File: config.mk
export PLATFORM = sky130hd
export DESIGN_NAME = fft_stream_io
export DESIGN_NICKNAME = d
export VERILOG_FILES = /design/src/rtl/fft_stream_io.sv
export SDC_FILE = /design/constraint.sdc
export NUM_CORES = 1
export LEC_CHECK = 0
export CAP_MARGIN = 20
export CORE_MARGIN = 2
export CORE_UTILIZATION = 31
export CTS_BUF_LIST = sky130_fd_sc_hd__clkbuf_4 sky130_fd_sc_hd__clkbuf_8
export CTS_CLUSTER_SIZE = 30
export DETAILED_ROUTE_END_ITERATION = 10
export PLACE_DENSITY = 0.58
export SYNTH_ARGS = -nofsm -noshare
export SYNTH_HDL_FRONTEND = slang
export SYNTH_SLANG_ARGS = --single-unit
File: constraint.sdc
create_clock -name iCLK -period 2.74 [get_ports iCLK]
set_clock_uncertainty 0.05 [all_clocks]
set_input_delay 0.411 -clock iCLK [delete_from_list [all_inputs] [get_ports iCLK]]
set_output_delay 0.411 -clock iCLK [all_outputs]
set_load 0.01 [all_outputs]
File: src/rtl/fft_stream_io.sv
// Valid/ready front/back-end for the radix-4 FFT core: scatters one frame of samples over
// the four RAM_A banks, starts the core, then reads the banks back as an output stream.
module fft_stream_io #(
    parameter int DATA_W      = 16,
    parameter int BANK_ADDR_W = 9,
    parameter int RD_LAT      = 2,
    parameter int TIMEOUT     = 65535
) (
    input  logic                      iCLK,
    input  logic                      iRESET,
    input  logic [DATA_W-1:0]         iIN_DATA,
    input  logic                      iIN_VALID,
    output logic                      oIN_READY,
    output logic [DATA_W-1:0]         oWR_DATA,
    output logic [BANK_ADDR_W-1:0]    oADDR_WR,
    output logic [3:0]                oWE,
    output logic                      oCORE_START,
    input  logic                      iCORE_RDY,
    output logic [BANK_ADDR_W-1:0]    oADDR_RD,
    input  logic [4*(DATA_W+1)-1:0]   iRD_DATA,
    output logic [DATA_W:0]           oOUT_DATA,
    output logic                      oOUT_VALID,
    input  logic                      iOUT_READY,
    output logic                      oOUT_LAST,
    output logic                      oBUSY,
    output logic                      oERR
);

    localparam int IDX_W = BANK_ADDR_W + 2;
    localparam int RUN_W = ($clog2(TIMEOUT + 1) < 2) ? 2 : $clog2(TIMEOUT + 1);
    localparam int LAT_W = 2;

    typedef enum logic [2:0] {
        S_IDLE,
        S_LOAD,
        S_RUN,
        S_RD_ISSUE,
        S_RD_WAIT,
        S_EMIT
    } state_t;

    state_t                     state_q, state_d;
    logic [IDX_W-1:0]           k_q, k_d;
    logic [3:0]                 we_q, we_d;
    logic [BANK_ADDR_W-1:0]     addr_wr_q, addr_wr_d;
    logic [DATA_W-1:0]          wr_data_q, wr_data_d;
    logic                       start_q, start_d;
    logic [RUN_W-1:0]           run_cnt_q, run_cnt_d;
    logic                       err_q, err_d;
    logic [BANK_ADDR_W-1:0]     a_q, a_d;
    logic [LAT_W-1:0]           lat_cnt_q, lat_cnt_d;
    logic [3:0][DATA_W:0]       hold_q, hold_d;
    logic [1:0]                 j_q, j_d;

    logic                       in_ready;
    logic                       in_fire;

    assign in_ready = (state_q == S_IDLE) || (state_q == S_LOAD);
    assign in_fire  = iIN_VALID && in_ready;

    always_comb begin
        // NOTE: every signal written here gets a default first so no path can infer a latch.
        state_d   = state_q;
        k_d       = k_q;
        we_d      = 4'b0000;
        addr_wr_d = addr_wr_q;
        wr_data_d = wr_data_q;
        start_d   = 1'b0;
        run_cnt_d = run_cnt_q;
        err_d     = err_q;
        a_d       = a_q;
        lat_cnt_d = lat_cnt_q;
        hold_d    = hold_q;
        j_d       = j_q;

        case (state_q)
            S_IDLE, S_LOAD: begin
                if (in_fire) begin
                    we_d      = 4'b0001 << k_q[1:0];
                    addr_wr_d = k_q[IDX_W-1:2];
                    wr_data_d = iIN_DATA;
                    k_d       = k_q + IDX_W'(1);
                    err_d     = 1'b0;
                    state_d   = S_LOAD;
                    if (k_q == '1) begin
                        state_d   = S_RUN;
                        start_d   = 1'b1;
                        run_cnt_d = '0;
                    end
                end
            end

            S_RUN: begin
                // The core's ready level is stale for the first two cycles after the start pulse.
                if (iCORE_RDY && (run_cnt_q >= RUN_W'(2))) begin
                    state_d = S_RD_ISSUE;
                    a_d     = '0;
                end else if (run_cnt_q == RUN_W'(TIMEOUT - 1)) begin
                    state_d = S_IDLE;
                    err_d   = 1'b1;
                end else begin
                    run_cnt_d = run_cnt_q + RUN_W'(1);
                end
            end

            S_RD_ISSUE: begin
                lat_cnt_d = '0;
                state_d   = S_RD_WAIT;
            end

            S_RD_WAIT: begin
                if (lat_cnt_q == LAT_W'(RD_LAT - 1)) begin
                    hold_d  = iRD_DATA;
                    j_d     = 2'd0;
                    state_d = S_EMIT;
                end else begin
                    lat_cnt_d = lat_cnt_q + LAT_W'(1);
                end
            end

            S_EMIT: begin
                if (iOUT_READY) begin
                    j_d = j_q + 2'd1;
                    if (j_q == 2'd3) begin
                        if (a_q == '1) begin
                            state_d = S_IDLE;
                        end else begin
                            a_d     = a_q + BANK_ADDR_W'(1);
                            state_d = S_RD_ISSUE;
                        end
                    end
                end
            end

            default: state_d = S_IDLE;
        endcase
    end

    always_ff @(posedge iCLK) begin
        if (iRESET) begin
            // NOTE: the holding register is only four words and drives oOUT_DATA, so it is reset too.
            state_q   <= S_IDLE;
            k_q       <= '0;
            we_q      <= 4'b0000;
            addr_wr_q <= '0;
            wr_data_q <= '0;
            start_q   <= 1'b0;
            run_cnt_q <= '0;
            err_q     <= 1'b0;
            a_q       <= '0;
            lat_cnt_q <= '0;
            hold_q    <= '0;
            j_q       <= 2'd0;
        end else begin
            // NOTE: state uses non-blocking assignments so every flop samples pre-edge values.
            state_q   <= state_d;
            k_q       <= k_d;
            we_q      <= we_d;
            addr_wr_q <= addr_wr_d;
            wr_data_q <= wr_data_d;
            start_q   <= start_d;
            run_cnt_q <= run_cnt_d;
            err_q     <= err_d;
            a_q       <= a_d;
            lat_cnt_q <= lat_cnt_d;
            hold_q    <= hold_d;
            j_q       <= j_d;
        end
    end

    assign oIN_READY   = in_ready;
    assign oWR_DATA    = wr_data_q;
    assign oADDR_WR    = addr_wr_q;
    assign oWE         = we_q;
    assign oCORE_START = start_q;
    // The read address only moves on entry to RD_ISSUE, so it holds between bursts.
    assign oADDR_RD    = a_q;
    assign oOUT_DATA   = hold_q[j_q];
    assign oOUT_VALID  = (state_q == S_EMIT);
    assign oOUT_LAST   = (state_q == S_EMIT) && (a_q == '1) && (j_q == 2'd3);
    assign oBUSY       = (state_q != S_IDLE);
    assign oERR        = err_q;

endmodule
==> Word level (Yosys, flattened, before mapping) <==
Index checks and enable logic that the tools add are counted.
{ "classes": {"n_addsub": 5, "order_cmp": 2, "eq_ne": 22, "shift": 1, "n_mux": 31, "bitwise_logic": 2, "n_reduce_logical": 21} }
{ "ops": {"columns": ["op", "n"], "rows": [
  ["16-bit two-way mux", 4],
  ["9-bit two-way mux", 4],
  ["17-bit binary-select mux with 2-bit select", 1],
  ["16-bit one-hot mux with 2 select lines", 1],
  ["3-bit two-way mux", 6],
  ["2-bit != test (second input constant)", 9],
  ["9-bit one-hot mux with 2 select lines", 1],
  ["17-bit two-way mux", 1],
  ["16-bit by 1-bit adder with 16-bit output (second input constant)", 1],
  ["16-bit == test (second input constant)", 1],
  ["16-bit by 2-bit greater-or-equal comparator with 1-bit output (second input constant)", 1],
  ["3-bit one-hot mux with 5 select lines", 1],
  ["5-bit AND reduction", 3],
  ["11-bit by 1-bit adder with 11-bit output (second input constant)", 1],
  ["11-bit == test (second input constant)", 1],
  ["2-bit two-way mux", 5],
  ["9-bit by 1-bit adder with 9-bit output (second input constant)", 1],
  ["9-bit == test (second input constant)", 1],
  ["2-bit one-hot mux with 2 select lines", 2],
  ["2-bit nonzero test", 4],
  ["3-bit by 2-bit == test with 1-bit output (second input constant)", 2],
  ["3-bit == test (second input constant)", 2],
  ["2-bit AND reduction", 3],
  ["2-bit by 1-bit adder with 2-bit output (second input constant)", 2],
  ["18 further kinds", 26]
]} }
{ "word_totals": {"register_bits": 142, "in_bits": 89, "word_cells": 99} }

==> Longest topological paths before layout <==
{ "logic_depth": {"ltp_word": 5, "mapped_depth": 10} }

==> Worst setup path after synthesis <==
Ideal clock, no wire load.
{ "synth_path": {"path_kind": "reg2reg", "from": "register run_cnt_q[0]", "to": "register run_cnt_q[10]", "t_arrival_ns": 2.303, "required_ns": 2.620, "path_slack_ns": 0.316, "path_stages_with_launch": 9, "synth_period_minus_slack_ns": 2.424, "path_cell_list": "dfxtp_1 inv_1 ha_1 or4_1 o41ai_4 nor2_2 buf_6 or4_1 a21oi_1"} }
{ "synth_between": {"elab_chain_cells": 4} }
{ "synth_lines": {"columns": ["element", "line", "text"], "rows": [
  ["from (decl)", "48", "logic [RUN_W-1:0] run_cnt_q, run_cnt_d;"],
  ["from (signal assigned)", "162", "run_cnt_q <= run_cnt_d;"],
  ["16-bit by 1-bit adder with 16-bit output or 16-bit by 2-bit greater-or-equal comparator with 1-bit output (tied branches)", "102, 95", null],
  ["16-bit two-way mux or 1-bit logical AND (tied branches)", "98, 95", null],
  ["16-bit two-way mux or 2-bit != test (tied branches)", null, null],
  ["16-bit one-hot mux with 2 select lines or 5-bit AND reduction (tied branches)", null, null]
]} }
Several ways; a longest one is shown, not always the timed one. The select of a mux whose other input is x is not followed.
A chain may end at the register's enable or synchronous reset.

==> Worst setup path in the final report <==
{ "layout_path": {"from": "register j_q[0]", "to": "output oOUT_DATA[7]"} }
{ "layout_between": {"elab_chain_cells": 2} }
{ "layout_lines": {"columns": ["element", "line", "text"], "rows": [
  ["from (decl)", "53", "logic [1:0] j_q, j_d;"],
  ["from (signal assigned)", "167", "j_q <= j_d;"],
  ["17-bit binary-select mux with 2-bit select", "178", "assign oOUT_DATA = hold_q[j_q];"],
  ["17-bit two-way mux (implied by the code)", "178", null],
  ["to (decl)", "21", "output logic [DATA_W:0] oOUT_DATA,"]
]} }
Every way passes these cells. The select of a mux whose other input is x is not followed.

==> flow_metrics.env <==
export IMPL_tns_ns=0
export IMPL_portBuffers=149
export IMPL_crit_path_end_kind="output pin"
export IMPL_swShare_pct=24.7
export IMPL_synth_seq_area_share_pct=46.8
export IMPL_min_delay_path_class="in2reg"
export IMPL_dr_pass1_iters=5
export IMPL_die_y_um=144
export IMPL_maxCapViolations=0
export IMPL_path_class="reg2out"
export IMPL_finalSetupViolCount=0
export IMPL_place_gp_congestion=0.851
export IMPL_clk_pin_slew_worst_paths_ns=0.09
export IMPL_cts_made_buffers=17
export IMPL_pwr_share_seq_pct=49.6
export IMPL_seq_area_sq_mm=0.00285
export IMPL_yosys_area_top_type="dfxtp_1"
export IMPL_start_util_pct=31.4
export IMPL_syn_instance_count=726
export IMPL_synthFlopType="dfxtp_1"
export IMPL_syn_to_final_growth_pct=37.1
export IMPL_p_clk_share_pct=43.9
export IMPL_multi_input_area_sq_mm=0.00304
export IMPL_syn_mean_instance_area_sq_um=8.37
export IMPL_worstSetupStartpointType="register"
export IMPL_drc_errors=0
export IMPL_intPower_uw=3180
export IMPL_arrival_ns=2.15
export IMPL_grt_overflow_total=0
export IMPL_critical_path_top_delay_family="buffers and inverters"
export IMPL_cts_root_buffer="clkbuf_8"
export IMPL_final_hold_violation_count=0
export IMPL_wirelength_um=16500
export IMPL_grt_pass1_vias=5150
export IMPL_fin_crit_sh_pct=95.2
export IMPL_cts_sinks=142
export IMPL_setup_slack_ns=0.132
export IMPL_final_common_cell="nand2_1"
export IMPL_ir_drop_uv=306
export IMPL_slew_headroom_pct=54.9
export IMPL_fin_crit_ns=2.61
export IMPL_netlist_area_sq_mm=0.00608
export IMPL_ios=150
export IMPL_final_cell_mix="nand2_1 (208), clkdlybuf4s50_1 (147), dfxtp_1 (137), a21oi_1 (116), nor2_1 (26)"
export IMPL_drt_iter0_drc=373
export IMPL_cp_slowest_cell="clkdlybuf4s50_1"
export IMPL_clk_latency_ns=0.44
export IMPL_std_cell_rows=51
export IMPL_max_freq_ghz=0.383
export IMPL_powerDensity_mw_per_mm2=507
export IMPL_vias=5527
export IMPL_synth_top_area_share_pct=46.8
export IMPL_core_sq_mm=0.0193
export IMPL_max_stage_delay_ns=0.54
export IMPL_cts_max_level=4
export IMPL_rsz0062_at_grt="no"
export IMPL_drive_gt1_share_pct=9.40
export IMPL_grt_pass1_wl_um=26300
export IMPL_crit_path_max_fanout=17
export IMPL_r2r_slack_ns=0.18
export IMPL_p_switching_uw=1040
export IMPL_status="finished, final reports clean"
export IMPL_die_w_um=144
export IMPL_nFillCells=1932
export IMPL_cts_max_path_buffers=2
export IMPL_synthTopCellsByArea="dfxtp_1 (47%), nand2_1 (13%), a21oi_1 (9.6%)"
export IMPL_synth_cell_types=50
export IMPL_routed_via_density=4.86
export IMPL_ys_ff_latch=142
export IMPL_wl_per_cell_um=14.5
export IMPL_tightest_slew_ns=0.677
export IMPL_grt_use_total_pct=16.1
export IMPL_yosys_warnings=0
export IMPL_path_cells="buf_12 > mux4_2 > clkdlybuf4s50_1"
export IMPL_synth_nets=822
export IMPL_place_ws_ns=0.112
export IMPL_p_leak_uw=0.00281
export IMPL_antenna_left=0
export IMPL_async_flop_share_pct=0
export IMPL_dp_hpwl_um=10800
export IMPL_cp_num_buf_inv=2
export IMPL_die_area_sq_mm=0.0207
export IMPL_drv_slew=0
export IMPL_antenna_found_initial=0
export IMPL_cts_tree="yes"
export IMPL_combPwrFrac_pct=6.4
export IMPL_synth_edff_count=0
export IMPL_grt_max_degree=112
export IMPL_nets=955
export IMPL_cp_required_ns=2.28
[area by class of cell]
| type | instances | share of cell area, % |
|---|---|---|
| multi-input combinational | 529 | 36.5 |
| sequential | 142 | 34.2 |
| timing repair buffer | 164 | 19.9 |
| tap | 265 | 3.98 |
| clock buffer | 17 | 2.81 |
| clock inverter | 15 | 2.42 |
| inverter | 5 | 0.225 |
| antenna | 1 | 0.0300 |
[timing repair]
item	in CTS	in global routing
hold buffers	0	0
resized for setup	1	8
pin swaps	0	1
setup endpoints to repair	1	8
setup buffers	0	1
[per-stage QoR]
step	instances	total power, uW	utilization (%)	hold slack, ns	area (sq um)
after floorplan	726	2230	-	0.383	6080
after global placement	1104	2420	40.7	0.388	7870
after detailed placement	1104	2420	40.7	0.393	7870
after CTS	1136	4300	43.0	0.111	8310
after global routing	1137	4400	43.1	0.123	8330
final	1138	4220	43.1	0.155	8330
[logic make-up after synthesis]
logic type	share of synthesized area (%)
fa+ha+maj	1.44
mux	6.96
flops	46.8
xor+xnor	1.44
simple gates	24.7
buf+inv	3.54
compound gates	15.2
[layer usage]
metal	GRT usage (%)	part of all wire, %	up-vias
met2	24.7	46	123
met1	21.7	47	2575
met4	5.31	1.3	0
met3	4.77	5.8	12
met5	0	0	-
li1	-	-	2817
[state kept, by name, indices dropped and copies added, names as in the netlist, 3 cells and up]
register / count
oWR_DATA: 16
oWE: 4
oADDR_WR: 9
oADDR_RD: 9
state_q: 3
hold_q: 68
run_cnt_q: 16
k_q: 11
[worst register-to-register path, stage by stage, from the launching register on]
cell	delay, ns
dfxtp_1	0.40
inv_1	0.08
ha_1	0.21
or4_1	0.47
o41ai_4	0.35
o21ai_1	0.28
or4_1	0.52
a21oi_1	0.14
[Yosys cell counts (2+ instances only)]
cell	n
o21ai_1	3
nor4_1	3
xnor2_1	3
or4_1	14
nand4_1	10
nand2_1	208
o31ai_1	10
o211ai_1	3
a211oi_1	2
ha_1	7
nor3_1	8
nor4b_1	2
dfxtp_1	142
nor3b_1	2
nand2b_1	5
mux4_2	17
inv_1	5
buf_1	3
o21ai_0	8
clkbuf_1	45
and3_1	9
nand3_1	17
a21oi_1	116
or3_1	5
and4_1	5
a31oi_1	5
or3b_2	2
mux2i_1	4
xor2_1	7
nor2_1	28
or4_4	2
and2_1	5
o21a_1	3
a41oi_1	2
[worst paths after layout]
kind,start,end,depth (start not counted)
max,j_q[0],oOUT_DATA[7],3
min,iRESET,state_q[0],2
max reg2reg,run_cnt_q[0],run_cnt_q[13],7
min reg2reg,hold_q[0],hold_q[0],2
[power groups by stage]
| stage | clock network, uW | logic [uW] | registers, uW |
|---|---|---|---|
| final | 1860 | 272 | 2100 |
| after global routing | 2010 | 294 | 2100 |
| after CTS | 1930 | 274 | 2100 |
| after detailed placement | 0 | 272 | 2150 |
| after global placement | 0 | 275 | 2150 |
| after floorplan | 0 | 77.5 | 2150 |
Note: power is estimated with default switching activity, not from simulation.
